<file path="src/rtl/alu_pkg.sv">
`default_nettype none
// ============================================================================
// Module   : alu_pkg
// Purpose  : Shared ALU definitions: op encoding, the op sweep used by the
//            BIST, the Galois LFSR/MISR polynomial and its step function,
//            and a behavioural ALU reference.
// Revision : 1.0 - initial release
// ============================================================================
package alu_pkg;

  typedef enum logic [3:0] {
    OP_ADD  = 4'd0,
    OP_SUB  = 4'd1,
    OP_AND  = 4'd2,
    OP_OR   = 4'd3,
    OP_XOR  = 4'd4,
    OP_SLL  = 4'd5,
    OP_SRL  = 4'd6,
    OP_SRA  = 4'd7,
    OP_SLT  = 4'd8,
    OP_SLTU = 4'd9
  } alu_op_t;

  localparam int NUM_OPS = 10;

  localparam alu_op_t ALU_BIST_OPS [NUM_OPS] = '{
    OP_ADD, OP_SUB, OP_AND, OP_OR, OP_XOR,
    OP_SLL, OP_SRL, OP_SRA, OP_SLT, OP_SLTU
  };

  // x^32 + x^22 + x^2 + x + 1, Galois form
  localparam logic [31:0] LFSR_TAPS = 32'h8020_0003;

  function automatic logic [31:0] lfsr_step(input logic [31:0] s);
    return (s >> 1) ^ (s[0] ? LFSR_TAPS : 32'h0);
  endfunction

  function automatic logic [31:0] alu_ref(input alu_op_t op,
                                          input logic [31:0] a,
                                          input logic [31:0] b);
    logic [31:0] r;
    r = 32'h0;
    case (op)
      OP_ADD:  r = a + b;
      OP_SUB:  r = a - b;
      OP_AND:  r = a & b;
      OP_OR:   r = a | b;
      OP_XOR:  r = a ^ b;
      OP_SLL:  r = a << b[4:0];
      OP_SRL:  r = a >> b[4:0];
      OP_SRA:  r = $signed(a) >>> b[4:0];
      OP_SLT:  r = {31'b0, $signed(a) < $signed(b)};
      OP_SLTU: r = {31'b0, a < b};
      default: r = 32'h0;
    endcase
    return r;
  endfunction

endpackage
`default_nettype wire

</file>
<file path="src/rtl/alu_bist_if.sv">
`default_nettype none
// ============================================================================
// Module   : alu_bist_if
// Purpose  : Operand/op bus between the BIST initiator and the ALU.
//   master : drives alu_op, in_a, in_b; receives result, zero (BIST side)
//   slave  : receives alu_op, in_a, in_b; drives result, zero (ALU side)
// Revision : 1.0 - initial release
// ============================================================================
interface alu_bist_if;
  import alu_pkg::*;

  alu_op_t     alu_op;
  logic [31:0] in_a;
  logic [31:0] in_b;
  logic [31:0] result;
  logic        zero;

  modport master (output alu_op, in_a, in_b, input  result, zero);
  modport slave  (input  alu_op, in_a, in_b, output result, zero);
endinterface
`default_nettype wire

</file>
<file path="src/rtl/alu_bist_lfsr.sv">
`default_nettype none
// ============================================================================
// Module   : alu_bist_lfsr
// Purpose  : 32-bit Galois LFSR operand generator with load/step/hold.
// Ports    : clk, rst     - clock, synchronous active-high reset (state -> 0)
//            load_i       - load seed_i (priority over step_i)
//            step_i       - advance one LFSR step
//            seed_i       - seed value
//            state_o      - current LFSR value
// Revision : 1.0 - initial release
// ============================================================================
module alu_bist_lfsr
  import alu_pkg::*;
(
  input  logic        clk,
  input  logic        rst,
  input  logic        load_i,
  input  logic        step_i,
  input  logic [31:0] seed_i,
  output logic [31:0] state_o
);

  logic [31:0] state_q;

  always_ff @(posedge clk) begin
    if (rst) begin
      state_q <= 32'h0;
    end else if (load_i) begin
      state_q <= seed_i;
    end else if (step_i) begin
      state_q <= lfsr_step(state_q);
    end
  end

  assign state_o = state_q;

endmodule
`default_nettype wire

</file>
<file path="src/rtl/alu_bist.sv">
`default_nettype none
// ============================================================================
// Module   : alu_bist
// Purpose  : ALU self-test initiator. Sweeps every ALU op over NUM_VECTORS
//            pseudo-random operand pairs and compacts result/zero into a
//            32-bit MISR signature compared against GOLDEN_SIG.
// Ports    : clk, rst   - clock, synchronous active-high reset
//            start      - begin a run (honoured in IDLE or DONE only)
//            alu        - operand/op bus (master side)
//            busy       - high during RUN
//            done       - high in DONE
//            pass       - done && signature matches (and no ref mismatch)
//            signature  - current MISR value
//            mismatch_cnt - saturating reference-mismatch count
//                           (only with ALU_BIST_REF_CHECK_EN)
// Options  : `define ALU_BIST_REF_CHECK_EN to add the behavioural reference
//            comparison and the mismatch_cnt port.
// Revision : 1.0 - initial release
// ============================================================================
module alu_bist
  import alu_pkg::*;
#(
  parameter int          NUM_VECTORS = 256,
  parameter logic [31:0] SEED_A      = 32'h0000_0001,
  parameter logic [31:0] SEED_B      = 32'hACE1_2468,
  parameter logic [31:0] GOLDEN_SIG  = 32'h0000_0000
) (
  input  logic              clk,
  input  logic              rst,
  input  logic              start,
  alu_bist_if.master        alu,
  output logic              busy,
  output logic              done,
  output logic              pass,
  output logic [31:0]       signature
`ifdef ALU_BIST_REF_CHECK_EN
  ,
  output logic [15:0]       mismatch_cnt
`endif
);

  localparam int VW = (NUM_VECTORS > 1) ? $clog2(NUM_VECTORS) : 1;

  if (NUM_VECTORS < 1) begin : g_chk_nv
    $error("alu_bist: NUM_VECTORS must be >= 1");
  end
  if (SEED_A == 32'h0) begin : g_chk_seed_a
    $error("alu_bist: SEED_A must be nonzero");
  end
  if (SEED_B == 32'h0) begin : g_chk_seed_b
    $error("alu_bist: SEED_B must be nonzero");
  end

  typedef enum logic [1:0] {
    S_IDLE = 2'd0,
    S_RUN  = 2'd1,
    S_DONE = 2'd2
  } state_t;

  state_t        state_q;
  logic          busy_q;
  logic          done_q;
  logic [31:0]   misr_q;
  logic [31:0]   misr_d;
  logic [3:0]    op_idx_q;
  logic [VW-1:0] vec_cnt_q;
  logic [31:0]   lfsr_a;
  logic [31:0]   lfsr_b;
  logic          run;
  logic          load;
  logic          op_last;
  logic          vec_last;
  alu_op_t       cur_op;

  assign run      = (state_q == S_RUN);
  assign load     = (state_q != S_RUN) && start;
  assign op_last  = (op_idx_q == 4'(NUM_OPS - 1));
  assign vec_last = (vec_cnt_q == VW'(NUM_VECTORS - 1));
  assign cur_op   = ALU_BIST_OPS[op_idx_q];

  // Both operand generators advance once per completed op sweep.
  alu_bist_lfsr u_lfsr_a (
    .clk     (clk),
    .rst     (rst),
    .load_i  (load),
    .step_i  (run && op_last),
    .seed_i  (SEED_A),
    .state_o (lfsr_a)
  );

  alu_bist_lfsr u_lfsr_b (
    .clk     (clk),
    .rst     (rst),
    .load_i  (load),
    .step_i  (run && op_last),
    .seed_i  (SEED_B),
    .state_o (lfsr_b)
  );

  // Bus is quiet (ADD of zeros) outside RUN so the source mux sees no activity.
  always_comb begin
    alu.alu_op = OP_ADD;
    alu.in_a   = 32'h0;
    alu.in_b   = 32'h0;
    if (run) begin
      alu.alu_op = cur_op;
      alu.in_a   = lfsr_a;
      alu.in_b   = lfsr_b;
    end
  end

  // zero flag folds into the MSB so it is compacted alongside the result.
  assign misr_d = lfsr_step(misr_q) ^ (alu.result ^ {alu.zero, 31'b0});

`ifdef ALU_BIST_REF_CHECK_EN
  logic [15:0] mm_cnt_q;
  logic [31:0] ref_res;
  logic        mismatch;

  assign ref_res  = alu_ref(cur_op, lfsr_a, lfsr_b);
  assign mismatch = (alu.result != ref_res) || (alu.zero != (ref_res == 32'h0));

  always_ff @(posedge clk) begin
    if (rst || load) begin
      mm_cnt_q <= 16'h0;
    end else if (run && mismatch && (mm_cnt_q != 16'hFFFF)) begin
      mm_cnt_q <= mm_cnt_q + 16'h1;
    end
  end

  assign mismatch_cnt = mm_cnt_q;
  assign pass = done_q && (misr_q == GOLDEN_SIG) && (mm_cnt_q == 16'h0);
`else
  assign pass = done_q && (misr_q == GOLDEN_SIG);
`endif

  always_ff @(posedge clk) begin
    if (rst) begin
      state_q   <= S_IDLE;
      busy_q    <= 1'b0;
      done_q    <= 1'b0;
      misr_q    <= 32'h0;
      op_idx_q  <= 4'h0;
      vec_cnt_q <= '0;
    end else begin
      case (state_q)
        S_IDLE, S_DONE: begin
          if (start) begin
            state_q   <= S_RUN;
            busy_q    <= 1'b1;
            done_q    <= 1'b0;
            misr_q    <= 32'h0;
            op_idx_q  <= 4'h0;
            vec_cnt_q <= '0;
          end
        end
        S_RUN: begin
          misr_q <= misr_d;
          if (op_last) begin
            op_idx_q  <= 4'h0;
            vec_cnt_q <= vec_cnt_q + VW'(1);
            if (vec_last) begin
              state_q <= S_DONE;
              busy_q  <= 1'b0;
              done_q  <= 1'b1;
            end
          end else begin
            op_idx_q <= op_idx_q + 4'h1;
          end
        end
        default: begin
          state_q <= S_IDLE;
          busy_q  <= 1'b0;
          done_q  <= 1'b0;
        end
      endcase
    end
  end

  assign busy      = busy_q;
  assign done      = done_q;
  assign signature = misr_q;

endmodule
`default_nettype wire

</file>
<file path="src/flat_wrapper.sv">
// flat-port wrapper written by rule: the top's interface ports become plain ports
module alu_bist_flat import alu_pkg::*;
#(
  parameter int          NUM_VECTORS = 256,
  parameter logic [31:0] SEED_A      = 32'h0000_0001,
  parameter logic [31:0] SEED_B      = 32'hACE1_2468,
  parameter logic [31:0] GOLDEN_SIG  = 32'h0000_0000
)
  (clk, rst, start, busy, done, pass, signature, alu_alu_op, alu_in_a, alu_in_b, alu_result, alu_zero);
  alu_bist_if alu_i ();
  input  logic clk;
  input  logic rst;
  input  logic start;
  output logic busy;
  output logic done;
  output logic pass;
  output logic [31:0] signature;
  output wire logic [$bits(alu_i.alu_op)-1:0] alu_alu_op;
  output wire logic [$bits(alu_i.in_a)-1:0] alu_in_a;
  output wire logic [$bits(alu_i.in_b)-1:0] alu_in_b;
  input wire logic [$bits(alu_i.result)-1:0] alu_result;
  input wire logic [$bits(alu_i.zero)-1:0] alu_zero;
  assign alu_alu_op = alu_i.alu_op;
  assign alu_in_a = alu_i.in_a;
  assign alu_in_b = alu_i.in_b;
  assign alu_i.result = alu_result;
  assign alu_i.zero = alu_zero;
  alu_bist #(.NUM_VECTORS(NUM_VECTORS), .SEED_A(SEED_A), .SEED_B(SEED_B), .GOLDEN_SIG(GOLDEN_SIG)) u_core (.clk(clk), .rst(rst), .start(start), .alu(alu_i), .busy(busy), .done(done), .pass(pass), .signature(signature));
endmodule
</file>
<file path="config.mk">
export PLATFORM = sky130hd
export DESIGN_NAME = alu_bist_flat
export DESIGN_NICKNAME = d
export VERILOG_FILES = /design/src/rtl/alu_pkg.sv /design/src/rtl/alu_bist_if.sv /design/src/rtl/alu_bist_lfsr.sv /design/src/rtl/alu_bist.sv /design/src/flat_wrapper.sv
export SDC_FILE = /design/constraint.sdc
export NUM_CORES = 1
export LEC_CHECK = 0
export CORE_ASPECT_RATIO = 1.25
export CORE_MARGIN = 2
export CORE_UTILIZATION = 30
export DETAILED_ROUTE_END_ITERATION = 16
export PLACE_DENSITY = 0.52
export SLEW_MARGIN = 20
export SYNTH_ARGS = -nofsm -noshare
export SYNTH_HDL_FRONTEND = slang
export SYNTH_SLANG_ARGS = --single-unit
</file>
<file path="constraint.sdc">
create_clock -name clk -period 2.26 [get_ports clk]
set_input_delay 0.226 -clock clk [delete_from_list [all_inputs] [get_ports clk]]
set_output_delay 0.226 -clock clk [all_outputs]
set_load 0.005 [all_outputs]
</file>
==> reports/metrics.yaml, run 1 <==
r2r-end: "u_core.vec_cnt_q[7]$_SDFFE_PP0P_"
cts_tree: "yes"
routabilityCongestion: 0.758
die_x_um: 119
vias: 4495
wl_per_cell_um: 13.9
cts_sinks: 111
dr.pass1.iters: 5
grt_overflow_total: 0
antenna_cells: 0
grt_usage_pct: 14.9
setup.worst_path.end_class: "output pin"
ir_drop_uv: 294
p_sw_mw: 1.06
rsz0062_at_grt: "false"
via_per_inst: 4.77
power_mw: 4.23
grt_first_pass_wirelength_um: 21500
synth_common_cells: "nand2_1, dfxtp_1, and2_1, a21oi_1, nor2_1"
clkPwrFrac_pct: 37.9
outcome: "finished, final reports clean"
max_freq_mhz: 471
switching_share_pct: 25.0
ys_ff_latch: 111
cp_max_fo: 5
hp-class: "primary input to register"
ys_types: 41
io_buffers: 138
ctsHoldBuffers: 0
synth_top_area_share_pct: 44.8
hold_violations: 0
drt_iter0_drc: 318
insertion_delay_ns: 0.35
dp_cells: 925
die_h_um: 148
rows: 52
endpoint: "pass"
drc: 0
syn_nets: 645
syn_avg_cell_area_sq_um: 8.19
syn_area_sq_um: 4950
combPwrFrac_pct: 12.7
synth_cells: 605
reg2reg_depth: 5
htreeDepth: 3
maxSlewHeadroom_pct: 75.8
crit_start: "u_core.state_q[1]$_SDFFE_PP0P_"
nets: 762
tightest_slew_ns: 0.359
synthArstFlopShare_pct: 0
required_ns: 2.03
synth_ff_type: "dfxtp_1"
coreArea_sq_um: 16200
initial_utilization_pct: 30.6
drive_above_1_share_pct: 5.37
leakagePower_nw: 2.42
fin_worst_skew_ns: 0.00476
crit_arrival_ns: 1.90
tns_ns: 0
cellPowerDensity_nw_per_um2: 616
clockBufferDepth: 2
dpl_cell_area_sq_um: 6550
clkTransAtPathRegs_ns: 0.07
start_kind: "register"
antenna_found_initial: 0
timing.final.max_slew_violations: 0
max-cap-violations: 0
post-route-period-util_pct: 93.9
cts-root-buf: "clkbuf_16"
synth_edf_count: 0
final_cells: 942
io_pins: 139
dp_hpwl_um: 8890
cell_internal_pwr_mw: 3.17
r2r_start: "u_core.op_idx_q[0]$_SDFFE_PP0P_"
ys_seq_area_share_pct: 44.8
synth.most_common_cell: "nand2_1"
setup_violations: 0
regToRegSetupSlack_ns: 0.33
netlist_top_cells_area: "dfxtp_1, nand2_1, and2_1"
p_seq_share_pct: 49.4
routed_wl_um: 13100
die_area_sq_um: 17600
finalCriticalPeriod_ns: 2.12
first_global_vias: 4318
cts_inserted_buffers: 9
post-synth-top-area-cell: "dfxtp_1"
critical_path_class: "register to output pin"
stdcell_area_sq_um: 6870
grt_start_max_net_pins: 60
hold_depth: 2
yosys_warnings: 0
area_growth_pct: 38.7
ant_nets: 0
-- worst min path at each step --
stage / start / to / slack (ns)
2_1_floorplan: start / u_core.state_q[1]$_SDFFE_PP0P_ / 0.39
3_3_place_gp: u_core.u_lfsr_a.state_o[7]$_SDFFE_PP0P_ / u_core.u_lfsr_a.state_o[6]$_SDFFE_PP0P_ / 0.45
3_5_place_dp: u_core.u_lfsr_b.state_o[20]$_SDFFE_PP0P_ / u_core.u_lfsr_b.state_o[19]$_SDFFE_PP0P_ / 0.45
4_1_cts: rst / u_core.signature[2]$_SDFFE_PP0P_ / 0.25
5_1_grt: rst / u_core.signature[30]$_SDFFE_PP0P_ / 0.27
6_report: rst / u_core.signature[2]$_SDFFE_PP0P_ / 0.26
-- placed cells by master, fill, tap and decap left out, types with 2 or more instances in the layout --
master	count
clkdlybuf4s50_1	137
nand2_1	121
dfxtp_1	110
and2_1	67
a21oi_1	59
nor2_1	43
a22oi_1	32
xor2_1	31
a31oi_1	12
xnor2_1	11
nor3_1	10
clkbuf_16	9
buf_4	8
nor4_1	7
buf_12	6
a211oi_1	5
o21ai_0	5
inv_1	4
nand3_1	4
or3_1	4
ha_1	4
or4_1	3
nand2b_2	2
nor3b_1	2
nand4_1	2
o31ai_1	2
nand2b_1	2
clkinv_4	2
-- final cells by class --
| type | count | area, sq um |
|---|---|---|
| clock inverter | 5 | 67.6 |
| multi-input combinational | 444 | 2510 |
| timing repair buffer | 152 | 1560 |
| fill | 1589 | 9330 |
| tap | 216 | 270 |
| clock buffer | 10 | 229 |
| sequential | 111 | 2220 |
| inverter | 4 | 15.0 |
-- sequential cells by signal (all words and copies together) (netlist names) --
signal / cells
u_core.u_lfsr_a.state_o: 32
u_core.busy: 1
u_core.op_idx_q: 4
u_core.signature: 32
u_core.u_lfsr_b.state_o: 32
u_core.state_q: 2
u_core.vec_cnt_q: 8
-- metal layers --
metal  wire (um)  vias to the layer above  track usage, %  share of wire (%)
met5           0                        -               0                  0
met4         255                        0            5.95                1.9
met3         661                       15            2.97                5.0
met2        6050                      138            24.5                 46
met1        6130                     2085            19.1                 47
li1            -                     2257               -                  -
-- worst max-delay path, cell delays in order (launching register included) --
cell and delay, ns:
dfxtp_1 0.46, nor4b_1 0.30, nand4_1 0.17, nor2_1 0.12, clkdlybuf4s50_1 0.50
-- power by group through the flow --
stage / Combinational, mW / Sequential, mW / Clock, mW
3_5_place_dp: 0.535 / 2.14 / 0
6_report: 0.537 / 2.09 / 1.60
4_1_cts: 0.545 / 2.09 / 1.67
5_1_grt: 0.591 / 2.10 / 1.75
2_1_floorplan: 0.290 / 2.12 / 0
3_3_place_gp: 0.533 / 2.13 / 0
-- kinds of logic (layout without fill, tap and decap cells) --
family                   after synthesis  after routing  synth area share [%]
AND/OR/NAND/NOR                      278            278                  26.9
AO/OA/AOI/OAI                        120            120                  14.9
flip-flops                           111            111                  44.8
buffers and inverters                 50            171                  4.97
XOR/XNOR                              42             42                  7.42
adder cells (fa/ha/maj)                4              4                  1.01
-- through the flow --
stage	hold slack, ns	util (%)	worst slack [ns]
floorplan	0.394	-	0.659
global placement	0.450	40.4	0.342
detailed placement	0.454	40.4	0.322
CTS	0.250	42.4	0.0432
global route	0.272	42.4	0.0267
finish	0.262	42.4	0.137
-- what timing repair did --
item                       in CTS  in global routing
setup endpoints to repair      63                  3
setup buffers                   2                  0
resized for setup               0                  3
hold endpoints to repair        0                  0
Note: power is estimated with default switching activity, not from simulation.
==> inputs of run 2 (changes only) <==
ABC_AREA = 1   (was unset)
MAX_ROUTING_LAYER = met4   (was unset)
==> reports/metrics.yaml, run 2 <==
outcome: "finished, final reports clean"  # unchanged
maxSlewHeadroom_pct: 60.4  # was 75.8%
dp_hpwl_um: 9360  # was 8890 um
max-cap-violations: 0  # unchanged
via_per_inst: 4.58  # was 4.77
rows: 52  # unchanged
htreeDepth: 3  # unchanged
syn_nets: 753  # was 645
setup.worst_path.end_class: "output pin"  # unchanged
dr.pass1.iters: 5  # unchanged
synth_xor_area_share_pct: 0.531  # was 7.42%
coreArea_sq_um: 16200  # unchanged
hp-class: "primary input to register"  # unchanged
critPathBufInv: 2  # was 1
die_h_um: 148  # about the same
ys_ff_latch: 111  # unchanged
area_growth_pct: 39.1  # was 38.7%
tightest_slew_ns: 0.593  # was 0.359 ns
fin_worst_skew_ns: 0.00608  # was 0.00476 ns
grt_first_pass_wirelength_um: 22000  # was 21500 um
vias: 4838  # was 4495
ir_drop_uv: 267  # was 294 uV
die_area_sq_um: 17500  # was 17600 sq um
synth_cells: 713  # was 605
netlist_top_cells_area: "dfxtp_1, a21oi_1, nor2_1"  # was dfxtp_1, nand2_1, and2_1
ys_seq_area_share_pct: 44.9  # was 44.8%
synth.most_common_cell: "a21oi_1"  # was nand2_1
cellPowerDensity_nw_per_um2: 618  # was 616 nW/um^2
synth_common_cells: "a21oi_1, dfxtp_1, nor2_1, nand2_1, inv_1"  # was nand2_1, dfxtp_1, and2_1, a21oi_1, nor2_1
cts_sinks: 111  # unchanged
drt_iter0_drc: 202  # was 318
fillerInstances: 1650  # was 1589
initial_utilization_pct: 30.5  # was 30.6%
finalCriticalPeriod_ns: 2.20  # was 2.12 ns
cp_max_fo: 6  # was 5
synthArstFlopShare_pct: 0  # unchanged
antenna_found_initial: 0  # unchanged
syn_area_sq_um: 4950  # about the same
nets: 875  # was 762
clkTransAtPathRegs_ns: 0.08  # was 0.07 ns
synth_top_family_by_area: "compound AO/OA/AOI/OAI gates"  # was simple AND/OR/NAND/NOR gates
crit_arrival_ns: 1.98  # was 1.90 ns
max_freq_mhz: 454  # was 471 MHz
io_buffers: 138  # unchanged
grt_usage_pct: 15.8  # was 14.9%
path_cells: "inv_2, ha_2, nand3_1, nor3_2, nand3_1, nor2_1, clkdlybuf4s50_1"  # was nor4b_1, nand4_1, nor2_1, clkdlybuf4s50_1
layout_commonest_cell: "a21oi_1"  # was clkdlybuf4s50_1
cts-root-buf: "clkbuf_16"  # unchanged
grt_start_max_net_pins: 58  # was 60
stdcell_area_sq_um: 6880  # was 6870 sq um
routed_wl_um: 13600  # was 13100 um
insertion_delay_ns: 0.35  # about the same
tns_ns: 0  # unchanged
critPathTopFamily: "buffers and inverters"  # was simple AND/OR/NAND/NOR gates
critical_path_class: "register to output pin"  # unchanged
start_kind: "register"  # unchanged
grt_overflow_total: 0  # unchanged
post-synth-top-area-cell: "dfxtp_1"  # unchanged
cts_inserted_buffers: 9  # unchanged
routabilityCongestion: 0.845  # was 0.758
required_ns: 2.03  # about the same
synth_edf_count: 0  # unchanged
synthSimpleGateAreaFrac_pct: 19.0  # was 26.9%
most-common-layout-cells: "a21oi_1, clkdlybuf4s50_1, dfxtp_1"  # was clkdlybuf4s50_1, nand2_1, dfxtp_1
antenna_cells: 0  # unchanged
setup_violations: 0  # unchanged
slowest_stage: "clkdlybuf4s50_1"  # unchanged
ys_types: 25  # was 41
synth_ff_type: "dfxtp_1"  # unchanged
die_x_um: 119  # about the same
synth_top_area_share_pct: 44.9  # was 44.8%
io_pins: 139  # unchanged
syn_avg_cell_area_sq_um: 6.94  # was 8.19 sq um
rsz0062_at_grt: "true"  # was false
drc: 0  # unchanged
post-route-period-util_pct: 97.5  # was 93.9%
timing.final.max_slew_violations: 0  # unchanged
cts_tree: "yes"  # unchanged
synth_compound_area_share_pct: 23.7  # was 14.9%
hold_violations: 0  # unchanged
ant_nets: 0  # unchanged
first_global_vias: 4540  # was 4318
drive_above_1_share_pct: 5.95  # was 5.37%
wl_per_cell_um: 12.8  # was 13.9 um
cpPeakStageDelay_ns: 0.51  # was 0.50 ns
synthAdderAreaFrac_pct: 1.01  # about the same
leakagePower_nw: 2.48  # was 2.42 nW
dpl_cell_area_sq_um: 6530  # was 6550 sq um
synthMuxAreaShare_pct: 0  # unchanged
clockBufferDepth: 2  # unchanged
yosys_warnings: 0  # unchanged
path_common_cell: "nand3_1"
run 2: cell types whose count changed in the layout (fill, tap and decap cells not counted), sizes merged, moves of 12 or more:
cell / change
a21oi: +86
a22oi: -32
a31oi: -12
and2: -67
inv: +87
nand2: -28
nand3: +15
nor2: +61
o21ai: +79
xor2: -29
run 2: per-layer routing:
metal	up-vias	GRT usage [%]	part of all wire (%)
met4	0	5.60	1.0
met3	9	2.47	4.6
met1	2148	20.3	48
met5	-	-	0
met2	130	25.1	46
li1	2551	-	-
run 2: repair_timing:
item | CTS | global route
gates resized for setup | 4 | 6
pin swaps | 1 | 2
buffers inserted | 0 | 4
setup endpoints to repair | 1 | 7
hold buffers | 0 | 0
run 2: final cells by class:
type	count	area, sq um	area share [%]
Tap cell	216	270	3.93
Multi-Input combinational cell	472	2220	32.2
Sequential cell	111	2220	32.3
Clock buffer	9	225	3.27
Clock inverter	7	78.8	1.15
Timing Repair Buffer	151	1530	22.2
Inverter	90	338	4.91
run 2: per-stage QoR:
stage	setup WS (ns)	util, %	power [mW]	cells	hold slack (ns)
after floorplan	0.803	-	2.40	713	0.391
after global routing	-0.00228	42.5	4.46	1056	0.265
after CTS	0.0104	42.2	4.31	1052	0.248
final	0.0560	42.5	4.25	1056	0.265
after global placement	0.303	40.3	2.65	1036	0.442
after detailed placement	0.286	40.3	2.66	1036	0.448
run 2: path summary, 6_finish.rpt:
kind / from / end / slack, ns / cells past startpoint
worst max register to register: u_core.state_q[0]$_SDFFE_PP0P_ / u_core.vec_cnt_q[2]$_SDFFE_PP0P_ / 0.45 / 8
worst min-delay path: rst / u_core.vec_cnt_q[6]$_SDFFE_PP0P_ / 0.26 / 4
worst min register to register: u_core.u_lfsr_b.state_o[11]$_SDFFE_PP0P_ / u_core.u_lfsr_b.state_o[11]$_SDFFE_PP0P_ / 0.45 / 2
worst max-delay path: u_core.signature[0]$_SDFFE_PP0P_ / pass / 0.06 / 7
run 2: kinds of logic after synthesis:
family	count (synthesis)
AO/OA/AOI/OAI	233
flip-flops	111
AND/OR/NAND/NOR	232
buffers and inverters	130
XOR/XNOR	3
adder cells (fa/ha/maj)	4
run 2: power by group:
part	switching (mW)	leakage (nW)	internal [mW]
clock	0.762	0.144	0.874
sequential	0.0657	0.903	2.02
combinational	0.279	1.43	0.257
run 2: tightest hold or removal path: stages:
cell and delay, ns:
buf_2 0.09, inv_1 0.12, nand2_1 0.10, nor2_1 0.04
